## src/rtl/mdu_pkg.sv

```systemverilog
// Shared types and constants for the iterative multiply/divide unit.
package mdu_pkg;

    localparam int WIDTH = 32;
    localparam int ITERS = 32;
    localparam int CNT_W = $clog2(ITERS);

    typedef enum logic [1:0] {
        MD_MULT  = 2'b00,
        MD_MULTU = 2'b01,
        MD_DIV   = 2'b10,
        MD_DIVU  = 2'b11
    } md_op_t;

    typedef enum logic [1:0] {
        S_IDLE = 2'b00,
        S_RUN  = 2'b01,
        S_FIX  = 2'b10
    } state_t;

    function automatic logic is_div(md_op_t op);
        return op[1];
    endfunction

    function automatic logic is_signed_op(md_op_t op);
        return ~op[0];
    endfunction

endpackage

```

## src/rtl/mul_div_unit_if.sv

```systemverilog
// Operand, HI/LO write and result bundle between the execute-stage controller and the unit.
interface mul_div_unit_if
    import mdu_pkg::*;
();
    logic             start;
    md_op_t           md_op;
    logic [WIDTH-1:0] SrcA;
    logic [WIDTH-1:0] SrcB;
    logic             hi_we;
    logic             lo_we;
    logic [WIDTH-1:0] wdata;
    logic             busy;
    logic             done;
    logic             div_by_zero;
    logic [WIDTH-1:0] hi;
    logic [WIDTH-1:0] lo;

    modport master (
        output start, md_op, SrcA, SrcB, hi_we, lo_we, wdata,
        input  busy, done, div_by_zero, hi, lo
    );

    modport slave (
        input  start, md_op, SrcA, SrcB, hi_we, lo_we, wdata,
        output busy, done, div_by_zero, hi, lo
    );
endinterface

```

## src/rtl/mdu_sign_fix.sv

```systemverilog
// Turns the magnitude result of the iteration loop into architectural HI/LO values.
module mdu_sign_fix
    import mdu_pkg::*;
(
    input  md_op_t             op,
    input  logic               sign_a,
    input  logic               sign_b,
    input  logic               div_zero,
    input  logic [2*WIDTH-1:0] result,
    output logic [WIDTH-1:0]   hi,
    output logic [WIDTH-1:0]   lo
);
    logic               neg;
    logic [2*WIDTH-1:0] prod;
    logic [WIDTH-1:0]   quot;
    logic [WIDTH-1:0]   rem;

    always_comb begin
        neg  = is_signed_op(op) && (sign_a ^ sign_b);
        prod = neg ? -result : result;
        quot = result[WIDTH-1:0];
        rem  = result[2*WIDTH-1:WIDTH];
        if (neg) quot = -quot;
        if (is_signed_op(op) && sign_a) rem = -rem;
        // A zero divisor leaves the dividend in the remainder; only the quotient is forced.
        if (div_zero) quot = '1;
        if (is_div(op)) begin
            hi = rem;
            lo = quot;
        end else begin
            hi = prod[2*WIDTH-1:WIDTH];
            lo = prod[WIDTH-1:0];
        end
    end
endmodule

```

## src/rtl/mul_div_unit.sv

```systemverilog
// Iterative 32-cycle mult/multu/div/divu with architectural HI/LO registers.
//   state  | meaning
//   S_IDLE | waiting for start; mthi/mtlo writes accepted
//   S_RUN  | one shift-add or restoring-divide step per cycle
//   S_FIX  | sign correction, HI/LO update
module mul_div_unit
    import mdu_pkg::*;
(
    input  logic          clk,
    input  logic          reset,
    mul_div_unit_if.slave bus
);
    state_t             state;
    state_t             state_nx;
    logic [CNT_W-1:0]   counter;
    logic [2*WIDTH-1:0] acc;
    logic [2*WIDTH-1:0] acc_step;
    logic [WIDTH-1:0]   opnd;
    md_op_t             op_q;
    logic               sign_a;
    logic               sign_b;
    logic               dz_q;
    logic               dz_flag;
    logic               done_q;
    logic               busy;
    logic [WIDTH-1:0]   hi_q;
    logic [WIDTH-1:0]   lo_q;
    logic [WIDTH-1:0]   hi_fix;
    logic [WIDTH-1:0]   lo_fix;
    logic               signed_op;
    logic [WIDTH-1:0]   mag_a;
    logic [WIDTH-1:0]   mag_b;
    logic [WIDTH:0]     mul_sum;
    logic               div_ge;
    logic [WIDTH-1:0]   div_sub;
    logic               last_iter;

    assign signed_op = is_signed_op(bus.md_op);
    assign mag_a     = (signed_op && bus.SrcA[WIDTH-1]) ? -bus.SrcA : bus.SrcA;
    assign mag_b     = (signed_op && bus.SrcB[WIDTH-1]) ? -bus.SrcB : bus.SrcB;
    assign last_iter = (counter == CNT_W'(ITERS - 1));

    always_ff @(posedge clk or posedge reset) begin
        if (reset) state <= S_IDLE;
        else       state <= state_nx;
    end

    always_comb begin
        state_nx = state;
        case (state)
            S_IDLE:  if (bus.start) state_nx = S_RUN;
            S_RUN:   if (last_iter) state_nx = S_FIX;
            S_FIX:   state_nx = S_IDLE;
            default: state_nx = S_IDLE;
        endcase
    end

    always_comb begin
        busy = (state != S_IDLE);
    end

    // The trial compare uses 33 bits: the shifted remainder can exceed 32 bits before subtracting.
    always_comb begin
        mul_sum = {1'b0, acc[2*WIDTH-1:WIDTH]} + (acc[0] ? {1'b0, opnd} : {(WIDTH+1){1'b0}});
        div_ge  = acc[2*WIDTH-1:WIDTH-1] >= {1'b0, opnd};
        div_sub = acc[2*WIDTH-2:WIDTH-1] - opnd;
        if (is_div(op_q))
            acc_step = div_ge ? {div_sub, acc[WIDTH-2:0], 1'b1} : {acc[2*WIDTH-2:0], 1'b0};
        else
            acc_step = {mul_sum, acc[WIDTH-1:1]};
    end

    always_ff @(posedge clk or posedge reset) begin
        if (reset) begin
            counter <= '0;
            acc     <= '0;
            opnd    <= '0;
            op_q    <= MD_MULT;
            sign_a  <= 1'b0;
            sign_b  <= 1'b0;
            dz_q    <= 1'b0;
            dz_flag <= 1'b0;
            done_q  <= 1'b0;
            hi_q    <= '0;
            lo_q    <= '0;
        end else begin
            done_q <= (state == S_FIX);
            case (state)
                S_IDLE: begin
                    if (bus.start) begin
                        op_q    <= bus.md_op;
                        sign_a  <= bus.SrcA[WIDTH-1];
                        sign_b  <= bus.SrcB[WIDTH-1];
                        counter <= '0;
                        dz_flag <= 1'b0;
                        dz_q    <= is_div(bus.md_op) && (bus.SrcB == '0);
                        if (is_div(bus.md_op)) begin
                            acc  <= {{WIDTH{1'b0}}, mag_a};
                            opnd <= mag_b;
                        end else begin
                            acc  <= {{WIDTH{1'b0}}, mag_b};
                            opnd <= mag_a;
                        end
                    end else begin
                        if (bus.hi_we) hi_q <= bus.wdata;
                        if (bus.lo_we) lo_q <= bus.wdata;
                    end
                end
                S_RUN: begin
                    acc     <= acc_step;
                    counter <= counter + 1'b1;
                end
                S_FIX: begin
                    hi_q    <= hi_fix;
                    lo_q    <= lo_fix;
                    dz_flag <= dz_q;
                end
                default: ;
            endcase
        end
    end

    mdu_sign_fix u_sign_fix (
        .op       (op_q),
        .sign_a   (sign_a),
        .sign_b   (sign_b),
        .div_zero (dz_q),
        .result   (acc),
        .hi       (hi_fix),
        .lo       (lo_fix)
    );

    assign bus.busy        = busy;
    assign bus.done        = done_q;
    assign bus.div_by_zero = dz_flag;
    assign bus.hi          = hi_q;
    assign bus.lo          = lo_q;
endmodule

```

## src/flat_wrapper.sv

```systemverilog
// flat-port wrapper written by rule: the top's interface ports become plain ports
module mul_div_unit_flat import mdu_pkg::*;
  (clk, reset, bus_start, bus_md_op, bus_SrcA, bus_SrcB, bus_hi_we, bus_lo_we, bus_wdata, bus_busy, bus_done, bus_div_by_zero, bus_hi, bus_lo);
  mul_div_unit_if bus_i ();
  input  logic clk;
  input  logic reset;
  input wire logic [$bits(bus_i.start)-1:0] bus_start;
  input wire logic [$bits(bus_i.md_op)-1:0] bus_md_op;
  input wire logic [$bits(bus_i.SrcA)-1:0] bus_SrcA;
  input wire logic [$bits(bus_i.SrcB)-1:0] bus_SrcB;
  input wire logic [$bits(bus_i.hi_we)-1:0] bus_hi_we;
  input wire logic [$bits(bus_i.lo_we)-1:0] bus_lo_we;
  input wire logic [$bits(bus_i.wdata)-1:0] bus_wdata;
  output wire logic [$bits(bus_i.busy)-1:0] bus_busy;
  output wire logic [$bits(bus_i.done)-1:0] bus_done;
  output wire logic [$bits(bus_i.div_by_zero)-1:0] bus_div_by_zero;
  output wire logic [$bits(bus_i.hi)-1:0] bus_hi;
  output wire logic [$bits(bus_i.lo)-1:0] bus_lo;
  assign bus_i.start = bus_start;
  assign bus_i.md_op = bus_md_op;
  assign bus_i.SrcA = bus_SrcA;
  assign bus_i.SrcB = bus_SrcB;
  assign bus_i.hi_we = bus_hi_we;
  assign bus_i.lo_we = bus_lo_we;
  assign bus_i.wdata = bus_wdata;
  assign bus_busy = bus_i.busy;
  assign bus_done = bus_i.done;
  assign bus_div_by_zero = bus_i.div_by_zero;
  assign bus_hi = bus_i.hi;
  assign bus_lo = bus_i.lo;
  mul_div_unit u_core (.clk(clk), .reset(reset), .bus(bus_i));
endmodule
```

## config.mk

```make
export PLATFORM = sky130hd
export DESIGN_NAME = mul_div_unit_flat
export DESIGN_NICKNAME = d
export VERILOG_FILES = /design/src/rtl/mdu_pkg.sv /design/src/rtl/mul_div_unit_if.sv /design/src/rtl/mdu_sign_fix.sv /design/src/rtl/mul_div_unit.sv /design/src/flat_wrapper.sv
export SDC_FILE = /design/constraint.sdc
export NUM_CORES = 1
export LEC_CHECK = 0
export ABC_AREA = 1
export BUFFER_PORTS_ARGS = -buffer_cell sky130_fd_sc_hd__buf_2
export CORE_AREA = 2 2 211 213
export DETAILED_ROUTE_END_ITERATION = 16
export DIE_AREA = 0 0 213 215
export PLACE_DENSITY = 0.69
export SETUP_SLACK_MARGIN = 0.5
export SLEW_MARGIN = 0
export SYNTH_ARGS = -nofsm -noshare
export SYNTH_HDL_FRONTEND = slang
export SYNTH_SLANG_ARGS = --single-unit
```

## constraint.sdc

```tcl
create_clock -name clk -period 7.3 [get_ports clk]
set_input_delay 1.46 -clock clk [delete_from_list [all_inputs] [get_ports clk]]
set_output_delay 1.46 -clock clk [all_outputs]
set_load 0.01 [all_outputs]
```

; Word level (Yosys, flattened, before mapping)
; Cells that the tools add are included.
[totals]
register_bits = 174
input_bits = 103
output_inout_bits = 67
word_cells = 76
[op_classes]
bitwise_logic = 3
addsub = 8
n_mux = 28
reduce_logical = 16
n_eq_ne = 8
magnitude_cmp = 1
[op_table]
columns = op, count
row1 = $mux W32, 14
row2 = $mux W64, 4
row3 = $neg A32 Y32, 4
row4 = $pmux W32 S2, 2
row5 = $pmux W64 S2, 1
row6 = $neg A64 Y64, 1
row7 = $add A32 B33 Y33, 1
row8 = $ge A33 B32 Y1, 1
row9 = $logic_not A32 Y1, 1
row10 = $sub A32 B32 Y32, 1
row11 = $pmux W5 S2, 1
row12 = $ne A2 B2 Y1 const B, 4
row13 = $reduce_and A2 Y1, 4
row14 = $reduce_and A3 Y1, 2
row15 = $reduce_bool A2 Y1, 3
row16 = $add A5 B1 Y5 const B, 1
row17 = $eq A5 B5 Y1 const B, 1
row18 = $logic_and A1 B1 Y1, 5
row19 = $mux W5, 1
row20 = $mux W2, 2
row21 = $pmux W2 S2, 1
row22 = $eq A2 B1 Y1 const B, 1
row23 = $eq A2 B2 Y1 const B, 1
row24 = $logic_not A2 Y1, 1
row25 = other kinds (5), 6

; Logic depth before layout (Yosys ltp)
; Gate-level depths: netlist of the first run.
[logic_depth]
word_depth = 6
depth_mapped = 21

; By module
; Synthesis of the first run repeated with hierarchy kept, for this count alone.
[unflattened]
hier_cells = 3179
hier_area_um2 = 18611.6
[modules_own_cells]
columns = module, instances, area_each_um2, cells_per_inst, seq_area_each_um2
row1 = mul_div_unit, 1, 15697.6, 2576, 4354.2
row2 = mdu_sign_fix, 1, 2914.0, 603, 0.0

; Least setup slack after synthesis of the first run
; OpenSTA, ideal clock, no wires.
[synth_timing]
path_type = input to register
from = input bus_SrcB[0]
to = register u_core.acc[10]
path_slack_ps = 4455
path_stages = 12
arrival_time_ps = 2714
n_path_buf = 0
t_required_ps = 7169
path_cell_list = inv_1 ha_1 nand2_1 nor2_1 nand2_1 nand2_1 xor2_1 or2_2 nand3_1 nand2_1 nand2_1 o21ai_0
[synth_between]
elab_chain_cells = 5
[synth_rtl]
columns = element, line_no
row1 = "start, declared", flat_wrapper.sv:10  ; input wire logic [$bits(bus_i.SrcB)-1:0] bus_SrcB;
row2 = $neg A32 Y32, mul_div_unit.sv:40  ; assign mag_b = (signed_op && bus.SrcB[WIDTH-1]) ? -bus.SrcB : bus.SrcB;
row3 = $mux W32, mul_div_unit.sv:40
row4 = $mux W32, mul_div_unit.sv:97  ; if (is_div(bus.md_op)) begin
row5 = $mux W64, mul_div_unit.sv:90  ; if (bus.start) begin
row6 = $pmux W64 S2, mul_div_unit.sv:88  ; case (state)
row7 = "end signal, assigned", mul_div_unit.sv:98  ; acc <= {{WIDTH{1'b0}}, mag_a};
row8 = "end signal, assigned", mul_div_unit.sv:101  ; acc <= {{WIDTH{1'b0}}, mag_b};
row9 = "end signal, assigned", mul_div_unit.sv:110  ; acc <= acc_step;
row10 = "end, declared", mul_div_unit.sv:16  ; logic [2*WIDTH-1:0] acc;
; No other way between the ends. The select of a mux whose other input is x is not followed.
; A chain may end at the register's enable or synchronous reset.

; Worst setup path in the final report of the first run
[layout_timing]
from = input bus_start
to = register u_core.acc[7]
[layout_between]
elab_chain_cells = 2
[layout_rtl]
columns = element, line_no
row1 = "start, declared", flat_wrapper.sv:7  ; input wire logic [$bits(bus_i.start)-1:0] bus_start;
row2 = $ne A2 B2 Y1 (no source line), --
row3 = $reduce_and A2 Y1 (no source line), --
; No other way between the ends.

==> impl_metrics.json, run 1 <==
{
  "clk_path_buf_depth": 2,
  "synth_cell_type_count": 56,
  "r2r_setup_slack_ns": 4.07,
  "cp-end-kind": "flip-flop",
  "status": "complete, no violations",
  "cts_buffers": 17,
  "syn-cell-area_um2": 18600,
  "finalClockSkew_ns": 0.0194,
  "maxSlewViolCount": 0,
  "p_per_area_nw_per_um2": 525,
  "dieArea_um2": 45800,
  "clkSlewWorstSetupHoldPaths_ns": 0.08,
  "hold_viol_final": 0,
  "critPathKind": "in2reg",
  "slew_headroom_pct": 24.9,
  "cts.sinks": 174,
  "path_max_fanout": 79,
  "worstPathCellList": "buf_2 > nand2_1 > buf_4 > inv_1 > nor2_4 > buf_4 > inv_1 > nand3_1 > o21ai_0",
  "synth-seq-cells": 174,
  "worst_ep_required_time_ns": 7.63,
  "max_freq_mhz": 267,
  "yosys.area.top_type_share_pct": 23.4,
  "synth-edff-count": 0,
  "dr.pass1.iters": 6,
  "crit_path_top_delay_cell": "buf_4",
  "viasPerCell": 5.40,
  "cap_violations": 0,
  "fin_cells": 3914,
  "yosysSeqAreaShare_pct": 23.4,
  "avgSynthCellArea_um2": 5.79,
  "synth_nets": 3386,
  "rsz0062_at_grt": "no",
  "wl_per_cell_um": 18.9,
  "async_reset_ff_share_pct": 100,
  "die_w_um": 213,
  "post-route-drc-count": 0,
  "yosys_most_used_dff": "dfrtp_1",
  "dp_cells": 3882,
  "top_layer_used": "met4",
  "area_delta_synth_final_pct": 10.2,
  "netlist_top_cells_area": "dfrtp_1, nand2_1, inv_1",
  "worst_pin_slew_ns": 1.13,
  "drt.antenna.violating_nets": 0,
  "cts_root_buf": "clkbuf_16",
  "num_antenna_cells": 0,
  "cpPeakStageDelay_ns": 0.68,
  "vias": 21143,
  "start_util_pct": 42.6,
  "routed-wl-met3_um": 5780,
  "syn_inst": 3211,
  "period_needed_ns": 3.75,
  "grt_antenna_before_repair": 1,
  "cts_resized": 0,
  "cts_setup_buffers": 0,
  "wl_met1_um": 32500,
  "holdWs_ns": 0.492,
  "drive_above_1_share_pct": 8.52,
  "hpwl_um": 60600,
  "die_h_um": 215,
  "finalSetupViolations": 0,
  "core.rowCount": 77,
  "grt_pass1_vias": 18852,
  "num_io_pins": 170,
  "yosysTopAreaCell": "dfrtp_1",
  "hold_buffers": 0,
  "drt_iter0_drc": 2330,
  "fillCellCount": 4802,
  "dr_wl_met2_um": 32500,
  "fin_nets": 3484,
  "grtUsageTotal_pct": 31.8,
  "grt_pass1_wl_um": 111000,
  "p_leak_uw": 0.0109,
  "cts_tree": "yes",
  "coreArea_um2": 43600,
  "finalCritPeriodShare_pct": 51.3,
  "finalSetupTns_ns": 0,
  "final_util_pct": 46.9,
  "grt-ovfl-total": 0,
  "hp-class": "reg2reg",
  "grt_max_degree": 80,
  "io_buffers": 169,
  "yosysWarnings": 0,
  "clk_latency_ns": 0.47,
  "worstPathArrival_ns": 4.08,
  "vdd_drop_max_v": 0.000277,
  "h-tree-depth": 4,
  "startpoint_type": "input pin",
  "drt_wl_total_um": 73900,
  "p_total_uw": 10800,
  "place.gp.congestion": 1.08
}
==> cells in the mapped netlist, types with 7 or more instances <==
cell type	n
dfrtp_1	174
a21boi_0	11
nor4_1	7
buf_2	17
o21bai_1	9
nor2_2	9
a31oi_1	11
and2_1	7
nor2_1	308
nand3b_1	24
a22oi_1	9
ha_1	70
buf_1	16
o21ai_1	25
inv_1	476
inv_2	11
xnor2_1	23
clkbuf_1	67
nand4_1	50
nand2_2	9
nand2_1	1056
xor2_1	54
nand3_1	339
nor3_1	32
a21oi_1	148
o21ai_0	150
o211ai_1	33
==> routing by layer <==
| metal | vias to the layer above | track usage (%) |
|---|---|---|
| met4 | 0 | 13.1 |
| met1 | 9629 | 44.9 |
| met2 | 926 | 48.9 |
| met3 | 156 | 3.74 |
| met5 | - | 0 |
| li1 | 10432 | - |
==> metrics by stage <==
step / instance area [um2] / setup slack, ns
after detailed placement: 19900 / 3.13
after floorplan: 18600 / 1.12
after CTS: 20500 / 3.61
after global routing: 20500 / 3.32
final: 20500 / 3.55
after global placement: 19900 / 3.19
==> final cells by class <==
| class | instances | area, um2 | area share, % |
|---|---|---|---|
| inverters | 491 | 1850 | 9.03 |
| clock buffers | 17 | 425 | 2.08 |
| well taps | 592 | 741 | 3.62 |
| repair buffers | 186 | 973 | 4.75 |
| clock inverters | 15 | 191 | 0.935 |
| multi-input cells | 2439 | 11900 | 58.3 |
| flip-flops and latches | 174 | 4360 | 21.3 |
==> critical path, delay by kind of cell <==
family,cells,cell delay (ns)
AND/OR/NAND/NOR,3,0.47
AO/OA/AOI/OAI,1,0.10
buffers and inverters,5,2.01
==> cells by family (layout without fill, tap and decap cells) <==
| group | count (synthesis) | in the layout | share of synthesized area (%) |
|---|---|---|---|
| AO/OA/AOI/OAI | 423 | 423 | 12.8 |
| XOR/XNOR | 77 | 77 | 3.63 |
| adder cells (fa/ha/maj) | 72 | 72 | 4.93 |
| buffers and inverters | 598 | 709 | 12.4 |
| flip-flops | 174 | 174 | 23.4 |
| AND/OR/NAND/NOR | 1867 | 1867 | 42.8 |
==> registers in the layout, summed over array words and instances (netlist names) <==
register / count
u_core.acc: 64
u_core.bus.div_by_zero: 1
u_core.bus.done: 1
u_core.bus.hi: 32
u_core.bus.lo: 32
u_core.counter: 5
u_core.dz_q: 1
u_core.op_q: 2
u_core.opnd: 32
u_core.sign_a: 1
u_core.sign_b: 1
u_core.state: 2
==> cell usage in the layout, fill, tap and decap left out, types with 32 or more instances in the layout <==
cell type / netlist / routed
o21ai_0: 150 / 150
nor3_1: 32 / 32
nand3_1: 339 / 339
xor2_1: 54 / 54
nor2_1: 308 / 304
nand2_1: 1056 / 1055
o211ai_1: 33 / 33
inv_1: 476 / 473
a21oi_1: 148 / 148
nand4_1: 50 / 50
buf_2: 17 / 169
ha_1: 70 / 70
dfrtp_1: 174 / 173
==> path summary, 6_finish.rpt <==
kind / start / depth (start not counted) / to
min in group asynchronous: reset / 2 / u_core.bus.lo[17]$_DFFE_PP0P_
worst min-delay path: u_core.bus.lo[1]$_DFFE_PP0P_ / 2 / u_core.bus.lo[1]$_DFFE_PP0P_
worst max-delay path: bus_start / 9 / u_core.acc[7]$_DFFE_PP0P_
max in group asynchronous: reset / 3 / u_core.op_q[1]$_DFFE_PP0P_
worst max register to register: u_core.acc[0]$_DFFE_PP0P_ / 18 / u_core.acc[63]$_DFFE_PP0P_
worst min register to register: u_core.bus.lo[1]$_DFFE_PP0P_ / 2 / u_core.bus.lo[1]$_DFFE_PP0P_
==> power by group <==
group,switching [uW],internal (uW)
registers,742,1460
logic,5030,2550
clock network,478,494
total,6250,4500
Note: power is estimated with default switching activity, not from simulation.
==> inputs of run 2 (changes only) <==
--- a/config.mk
+++ b/config.mk
@@ -5,12 +5,12 @@
 export SDC_FILE = /design/constraint.sdc
 export NUM_CORES = 1
 export LEC_CHECK = 0
-export ABC_AREA = 1
+export ABC_AREA = 0
 export BUFFER_PORTS_ARGS = -buffer_cell sky130_fd_sc_hd__buf_2
-export CORE_AREA = 2 2 211 213
+export CORE_AREA = 2 2 189 191
 export DETAILED_ROUTE_END_ITERATION = 16
-export DIE_AREA = 0 0 213 215
-export PLACE_DENSITY = 0.69
+export DIE_AREA = 0 0 191 193
+export PLACE_DENSITY = 0.72
 export SETUP_SLACK_MARGIN = 0.5
 export SLEW_MARGIN = 0
 export SYNTH_ARGS = -nofsm -noshare
==> constraint.sdc (replaced) <==
create_clock -name clk -period 3.2 [get_ports clk]
set_input_delay 0.64 -clock clk [delete_from_list [all_inputs] [get_ports clk]]
set_output_delay 0.64 -clock clk [all_outputs]
set_load 0.01 [all_outputs]
==> run 2 against run 1 <==
Hold slack got worse by 0.25 ns; synthesized area down 20%; the flow now finishes with violations (setup timing); count of clock-buffer cells in the layout grew 3; sequential power up 100%.
==> impl_metrics.json, run 2 <==
{
  "fillCellCount": 3044,
  "multi_input_area_um2": 11100,
  "avgSynthCellArea_um2": 8.07,
  "synth_nets": 2009,
  "grt_antenna_before_repair": 0,
  "grt_pass1_vias": 14762,
  "hpwl_um": 41100,
  "synth-seq-cells": 174,
  "synth_cell_type_count": 77,
  "vdd_drop_max_v": 0.000660,
  "cts_tree": "yes",
  "critPathKind": "reg2reg",
  "die_h_um": 193,
  "cts_root_buf": "clkbuf_16",
  "hp-class": "in2async",
  "slew_headroom_pct": 39.8,
  "viasPerCell": 6.09,
  "hold_buffers": 0,
  "maxSlewViolCount": 0,
  "dr.pass1.iters": 8,
  "largest_reg_flops": 64,
  "post-route-drc-count": 0,
  "worst_pin_slew_ns": 0.902,
  "dp_slack_ns": -0.101,
  "rr_startpoint": "u_core.acc[0]$_DFFE_PP0P_",
  "wl_per_cell_um": 21.3,
  "power_switching_uw": 12600,
  "synth_most_common_cell": "nand2_1",
  "yosys.area.top_type_share_pct": 29.4,
  "drt.antenna.violating_nets": 0,
  "worstPathCellList": "inv_4 > buf_6 > buf_4 > nor2_1 > ha_4 > a21oi_2 > a21oi_1 > o211ai_1 > a21oi_2 > o211ai_1 > a21oi_2 > or3_1 > a32o_1 > a221o_1",
  "intPower_uw": 13300,
  "place.gp.congestion": 1.01,
  "worstPathArrival_ns": 3.56,
  "drive_above_1_share_pct": 31.2,
  "yosys_most_used_dff": "dfrtp_1",
  "ys_top_cells_by_count": "nand2_1, dfrtp_1, o21ai_0, a21oi_1, nor2_1",
  "cap_violations": 0,
  "finalClockSkew_ns": 0.0171,
  "fin_nets": 2337,
  "power_frac_clock_pct": 8.2,
  "clk_latency_ns": 0.45,
  "clk_path_buf_depth": 2,
  "start_util_pct": 42.3,
  "netlist_top_cells_area": "dfrtp_1, xnor2_1, ha_1",
  "critPathLaunch": "u_core.acc[0]$_DFFE_PP0P_",
  "coreArea_um2": 35000,
  "finalCritPeriodShare_pct": 101,
  "grt-ovfl-total": 0,
  "startpoint_type": "flip-flop",
  "p_per_area_nw_per_um2": 1300,
  "async_reset_ff_share_pct": 100,
  "grt_max_degree": 73,
  "core.rowCount": 69,
  "h-tree-depth": 4,
  "swShare_pct": 48.7,
  "finalSetupViolations": 1,
  "violations": "setup timing",
  "final_cell_mix": "buf_4, nand2_1, dfrtp_1, buf_2, nor2_1",
  "clkSlewWorstSetupHoldPaths_ns": 0.08,
  "yosysTopAreaCell": "dfrtp_1",
  "worst_ep_required_time_ns": 3.53,
  "vias": 16045,
  "pwr-share-seq_pct": 17.0,
  "largest-register": "u_core.acc",
  "period_needed_ns": 3.23,
  "status": "complete, but fails checks",
  "cp-end-kind": "flip-flop",
  "cts.sinks": 174,
  "comb_power_share_pct": 74.8,
  "dieArea_um2": 36900,
  "rsz0062_at_grt": "yes",
  "syn-cell-area_um2": 14800,
  "crit_top_cell": "a21oi_2",
  "io_buffers": 169,
  "num_io_pins": 170,
  "drt_iter0_drc": 1513,
  "max_freq_mhz": 309,
  "yosysSeqAreaShare_pct": 29.4,
  "grt_pass1_wl_um": 82400,
  "yosysWarnings": 0,
  "die_w_um": 191,
  "cts_buffers": 17,
  "layout_setup_ws_ns": -0.0325,
  "num_antenna_cells": 0,
  "path_max_fanout": 6,
  "hold_viol_final": 0,
  "cpPeakStageDelay_ns": 0.44,
  "drt_wl_total_um": 56000,
  "synth-edff-count": 0,
  "finalSetupTns_ns": -0.0325,
  "grtUsageTotal_pct": 28.9,
  "syn_inst": 1834,
  "regArea_um2": 4360,
  "area_delta_synth_final_pct": 34.5,
  "crit_path_top_delay_cell": "dfrtp_2",
  "final_common_cell": "buf_4",
  "p_leak_uw": 0.00865
}
[run 2: what timing repair did]
item,CTS,global route
gates resized for setup,145,170
buffers inserted,37,22
pin swaps,87,89
setup endpoints to repair,83,93
cloned,3,0
endpoints found under the hold margin,0,0
[run 2: routing by layer]
metal,part of all wire (%),global-route usage (%),routed length [um],vias up
met2,46,46.4,25600,866
met1,41,37.9,23000,7660
met3,8.1,4.45,4560,166
met4,5.2,14.4,2900,0
met5,0,0,0,-
li1,-,-,-,7353
[run 2: per-stage QoR]
stage                     area (um2)  util [%]  power [uW]  hold slack (ns)  std cells
final                          19900      56.9       25900            0.240       2636
after global routing           19900      56.9       27500            0.269       2636
after CTS                      19000      54.5       24200            0.250       2614
after detailed placement       17500      50.1       20300            0.464       2542
after global placement         17500      50.1       19900            0.455       2542
after floorplan                15000         -       14600            0.449       1834
[run 2: layout make-up]
class / instances / share of cell area [%]
well taps: 461 / 2.90
clock buffers: 20 / 2.34
flip-flops and latches: 174 / 21.9
repair buffers: 418 / 15.2
clock inverters: 12 / 0.610
repair inverters: 1 / 0.0377
multi-input cells: 1487 / 55.8
inverters: 63 / 1.23
[run 2: path summary, 6_finish.rpt]
path | to | slack [ns] | depth (start not counted)
worst max-delay path | u_core.acc[59]$_DFFE_PP0P_ | -0.03 | 14
worst min-delay path | u_core.bus.hi[9]$_DFFE_PP0P_ | 0.24 | 2
worst max register to register | u_core.acc[59]$_DFFE_PP0P_ | -0.03 | 14
worst min register to register | u_core.bus.lo[31]$_DFFE_PP0P_ | 0.48 | 2
max in group asynchronous | u_core.bus.hi[28]$_DFFE_PP0P_ | 2.20 | 3
min in group clk | u_core.bus.lo[21]$_DFFE_PP0P_ | 0.46 | 2
[run 2: kinds of logic (layout without fill, tap and decap cells)]
| logic type | count (synthesis) | in the layout | synth area share (%) |
|---|---|---|---|
| simple gates | 537 | 537 | 17.6 |
| mux | 84 | 84 | 5.70 |
| compound gates | 626 | 626 | 26.6 |
| flops | 174 | 174 | 29.4 |
| fa+ha+maj | 72 | 72 | 6.19 |
| xor+xnor | 168 | 168 | 9.94 |
| buf+inv | 173 | 514 | 4.51 |
[run 2: power by group through the flow]
| stage | Clock (uW) | Combinational, uW | Sequential [uW] |
|---|---|---|---|
| floorplan | 0 | 10300 | 4330 |
| global route | 2230 | 20800 | 4480 |
| finish | 2120 | 19400 | 4390 |
| detailed placement | 0 | 16000 | 4300 |
| global placement | 0 | 15700 | 4250 |
| CTS | 2120 | 17800 | 4290 |
[run 2: critical path: cells and delay by family, from the launching register on]
kind	cells	cell delay (ns)
AOI/OAI and AO/OA	8	1.55
and+or+nand+nor	2	0.52
DFF	1	0.44
buffers and inverters	3	0.35
adders and majority gates	1	0.26
==> inputs of run 3 (changes only) <==
--- a/config.mk
+++ b/config.mk
@@ -10,7 +10,7 @@
 export CORE_AREA = 2 2 189 191
 export DETAILED_ROUTE_END_ITERATION = 16
 export DIE_AREA = 0 0 191 193
-export PLACE_DENSITY = 0.72
+export REMOVE_ABC_BUFFERS = 1
 export SETUP_SLACK_MARGIN = 0.5
 export SLEW_MARGIN = 0
 export SYNTH_ARGS = -nofsm -noshare
==> run 3 against run 2 <==
The flow still finishes with violations (setup timing); first-iteration DRC count is 6.5% lower; non-clock buffer count is 103 higher; design area is 4.0% higher; clock skew is 0.0057 ns lower; clock power hardly changed; cell count is 3.9% higher; routed wire length is 0.48% higher; count of clock-buffer cells in the layout is 1 lower; maximum frequency is 0.19% lower; sequential share of layout area is 0.81 points lower; largest power group unchanged; highest routed layer unchanged.
==> impl_metrics.json, run 3 (same netlist as run 2, synthesis figures left out) <==
{
  "final_cell_mix": "buf_4, nand2_1, buf_2, dfrtp_1, nor2_1",
  "dieArea_um2": 36900,
  "grt_antenna_before_repair": 0,
  "rsz0062_at_grt": "yes",
  "grt_pass1_vias": 14866,
  "worst_ep_required_time_ns": 3.53,
  "dp_cells": 2621,
  "reg2reg_depth": 14,
  "cts_root_buf": "clkbuf_16",
  "post-route-drc-count": 0,
  "status": "complete, but fails checks",
  "die_h_um": 193,
  "finalSetupViolations": 1,
  "finalCritPeriodShare_pct": 101,
  "viasPerCell": 5.74,
  "die_w_um": 191,
  "finalClockSkew_ns": 0.0114,
  "io_buffers": 169,
  "num_io_pins": 170,
  "largest_reg_flops": 64,
  "largest-register": "u_core.acc",
  "start_util_pct": 42.3,
  "startpoint_type": "flip-flop",
  "period_needed_ns": 3.24,
  "hp-class": "in2async",
  "maxSlewViolCount": 0,
  "max_freq_mhz": 309,
  "clk_path_buf_depth": 2,
  "grt_pass1_wl_um": 85300,
  "cp-end-kind": "flip-flop",
  "worstPathArrival_ns": 3.57,
  "clkSlewWorstSetupHoldPaths_ns": 0.07,
  "drt_iter0_drc": 1414,
  "path_max_fanout": 4,
  "drt_wl_total_um": 56300,
  "fin_cells": 2738,
  "cts_buffers": 17,
  "place.gp.congestion": 0.962,
  "fillCellCount": 3095,
  "p_per_area_nw_per_um2": 1320,
  "slew_headroom_pct": 28.6,
  "coreArea_um2": 35000,
  "h-tree-depth": 4,
  "grt_max_degree": 75,
  "cts_tree": "yes",
  "clk_latency_ns": 0.45,
  "final_common_cell": "buf_4",
  "cap_violations": 0,
  "p_total_uw": 27300,
  "hpwl_um": 42300,
  "grtUsageTotal_pct": 30.2,
  "dr.pass1.iters": 5,
  "layout_setup_ws_ns": -0.0387,
  "critPathKind": "reg2reg",
  "core.rowCount": 69,
  "vias": 15712,
  "r2r_setup_slack_ns": -0.04,
  "vdd_drop_max_v": 0.000594,
  "p_leak_uw": 0.00914,
  "cts.sinks": 174,
  "violations": "setup timing",
  "worst_pin_slew_ns": 1.07,
  "wl_per_cell_um": 20.6,
  "drive_above_1_share_pct": 34.6,
  "fin_nets": 2439,
  "hold_viol_final": 0,
  "finalSetupTns_ns": -0.0387,
  "area_delta_synth_final_pct": 39.8,
  "drt.antenna.violating_nets": 0,
  "grt-ovfl-total": 0,
  "num_antenna_cells": 0
}
-- run 3: cell count changes in the layout (fill, tap and decap cells not counted), moves of 5 or more --
cell	delta
a21oi_1	+6
a21oi_2	-7
buf_4	+101
clkinv_2	+5
mux2i_1	-7
mux2i_2	+5
nor2_2	-8
nor2_4	+5
o21ai_0	-11
o21ai_1	+7
-- run 3: timing repair --
item                       4_1_cts  5_1_grt
pin swaps                       68      122
setup buffers                   47       37
hold buffers                     0        0
setup endpoints to repair       80      104
gates resized for setup        170      222
gates cloned                     1        0
hold endpoints to repair         0        0
-- run 3: where the power goes --
part / leakage (uW) / internal [uW] / switching, uW
Clock: 0.000278 / 1100 / 1030
Sequential: 0.00208 / 3310 / 978
Combinational: 0.00679 / 9870 / 11000
Total: 0.00914 / 14300 / 13000
-- run 3: layout make-up --
cell class,instances,area [um2],area share [%]
inverters,63,241,1.17
multi-input cells,1487,11200,54.0
clock buffers,19,443,2.14
clock inverters,13,115,0.556
well taps,461,577,2.79
flip-flops and latches,174,4360,21.1
repair buffers,521,3780,18.3
-- run 3: final timing paths --
path,startpoint,endpoint
max,u_core.acc[0]$_DFFE_PP0P_,u_core.acc[59]$_DFFE_PP0P_
min,reset,u_core.bus.done$_DFF_PP0_
max reg2reg,u_core.acc[0]$_DFFE_PP0P_,u_core.acc[59]$_DFFE_PP0P_
min reg2reg,u_core.bus.lo[6]$_DFFE_PP0P_,u_core.bus.lo[6]$_DFFE_PP0P_
max in group asynchronous,reset,u_core.acc[43]$_DFFE_PP0P_
min in group clk,bus_wdata[21],u_core.bus.lo[21]$_DFFE_PP0P_
-- run 3: layer usage --
metal	GRT usage [%]	share of wire (%)	vias up
li1	-	-	7548
met1	44.3	47	7498
met4	7.87	2.1	0
met3	4.40	7.8	60
met2	46.3	43	606
met5	0	0	-
-- run 3: critical path, cell delays in order, from the launching register on --
cell and delay [ns]:
dfrtp_1 0.39, inv_2 0.11, buf_6 0.12, buf_6 0.10, nor2_4 0.04, ha_4 0.24
a21o_1 0.18, a21o_1 0.16, a21o_1 0.17, a221o_1 0.34, o211ai_1 0.28, a21oi_1 0.14
or3_1 0.32, a32o_1 0.27, a221o_1 0.26
-- run 3: per-stage QoR --
step | hold WS (ns) | util (%) | area [um2] | setup WS [ns]
after global placement | 0.456 | 51.2 | 17900 | -0.233
after global routing | 0.314 | 59.2 | 20700 | -0.140
final | 0.260 | 59.2 | 20700 | -0.0387
after CTS | 0.315 | 56.0 | 19600 | 0.00537
after floorplan | 0.449 | - | 14400 | -2.16
after detailed placement | 0.465 | 51.2 | 17900 | -0.308
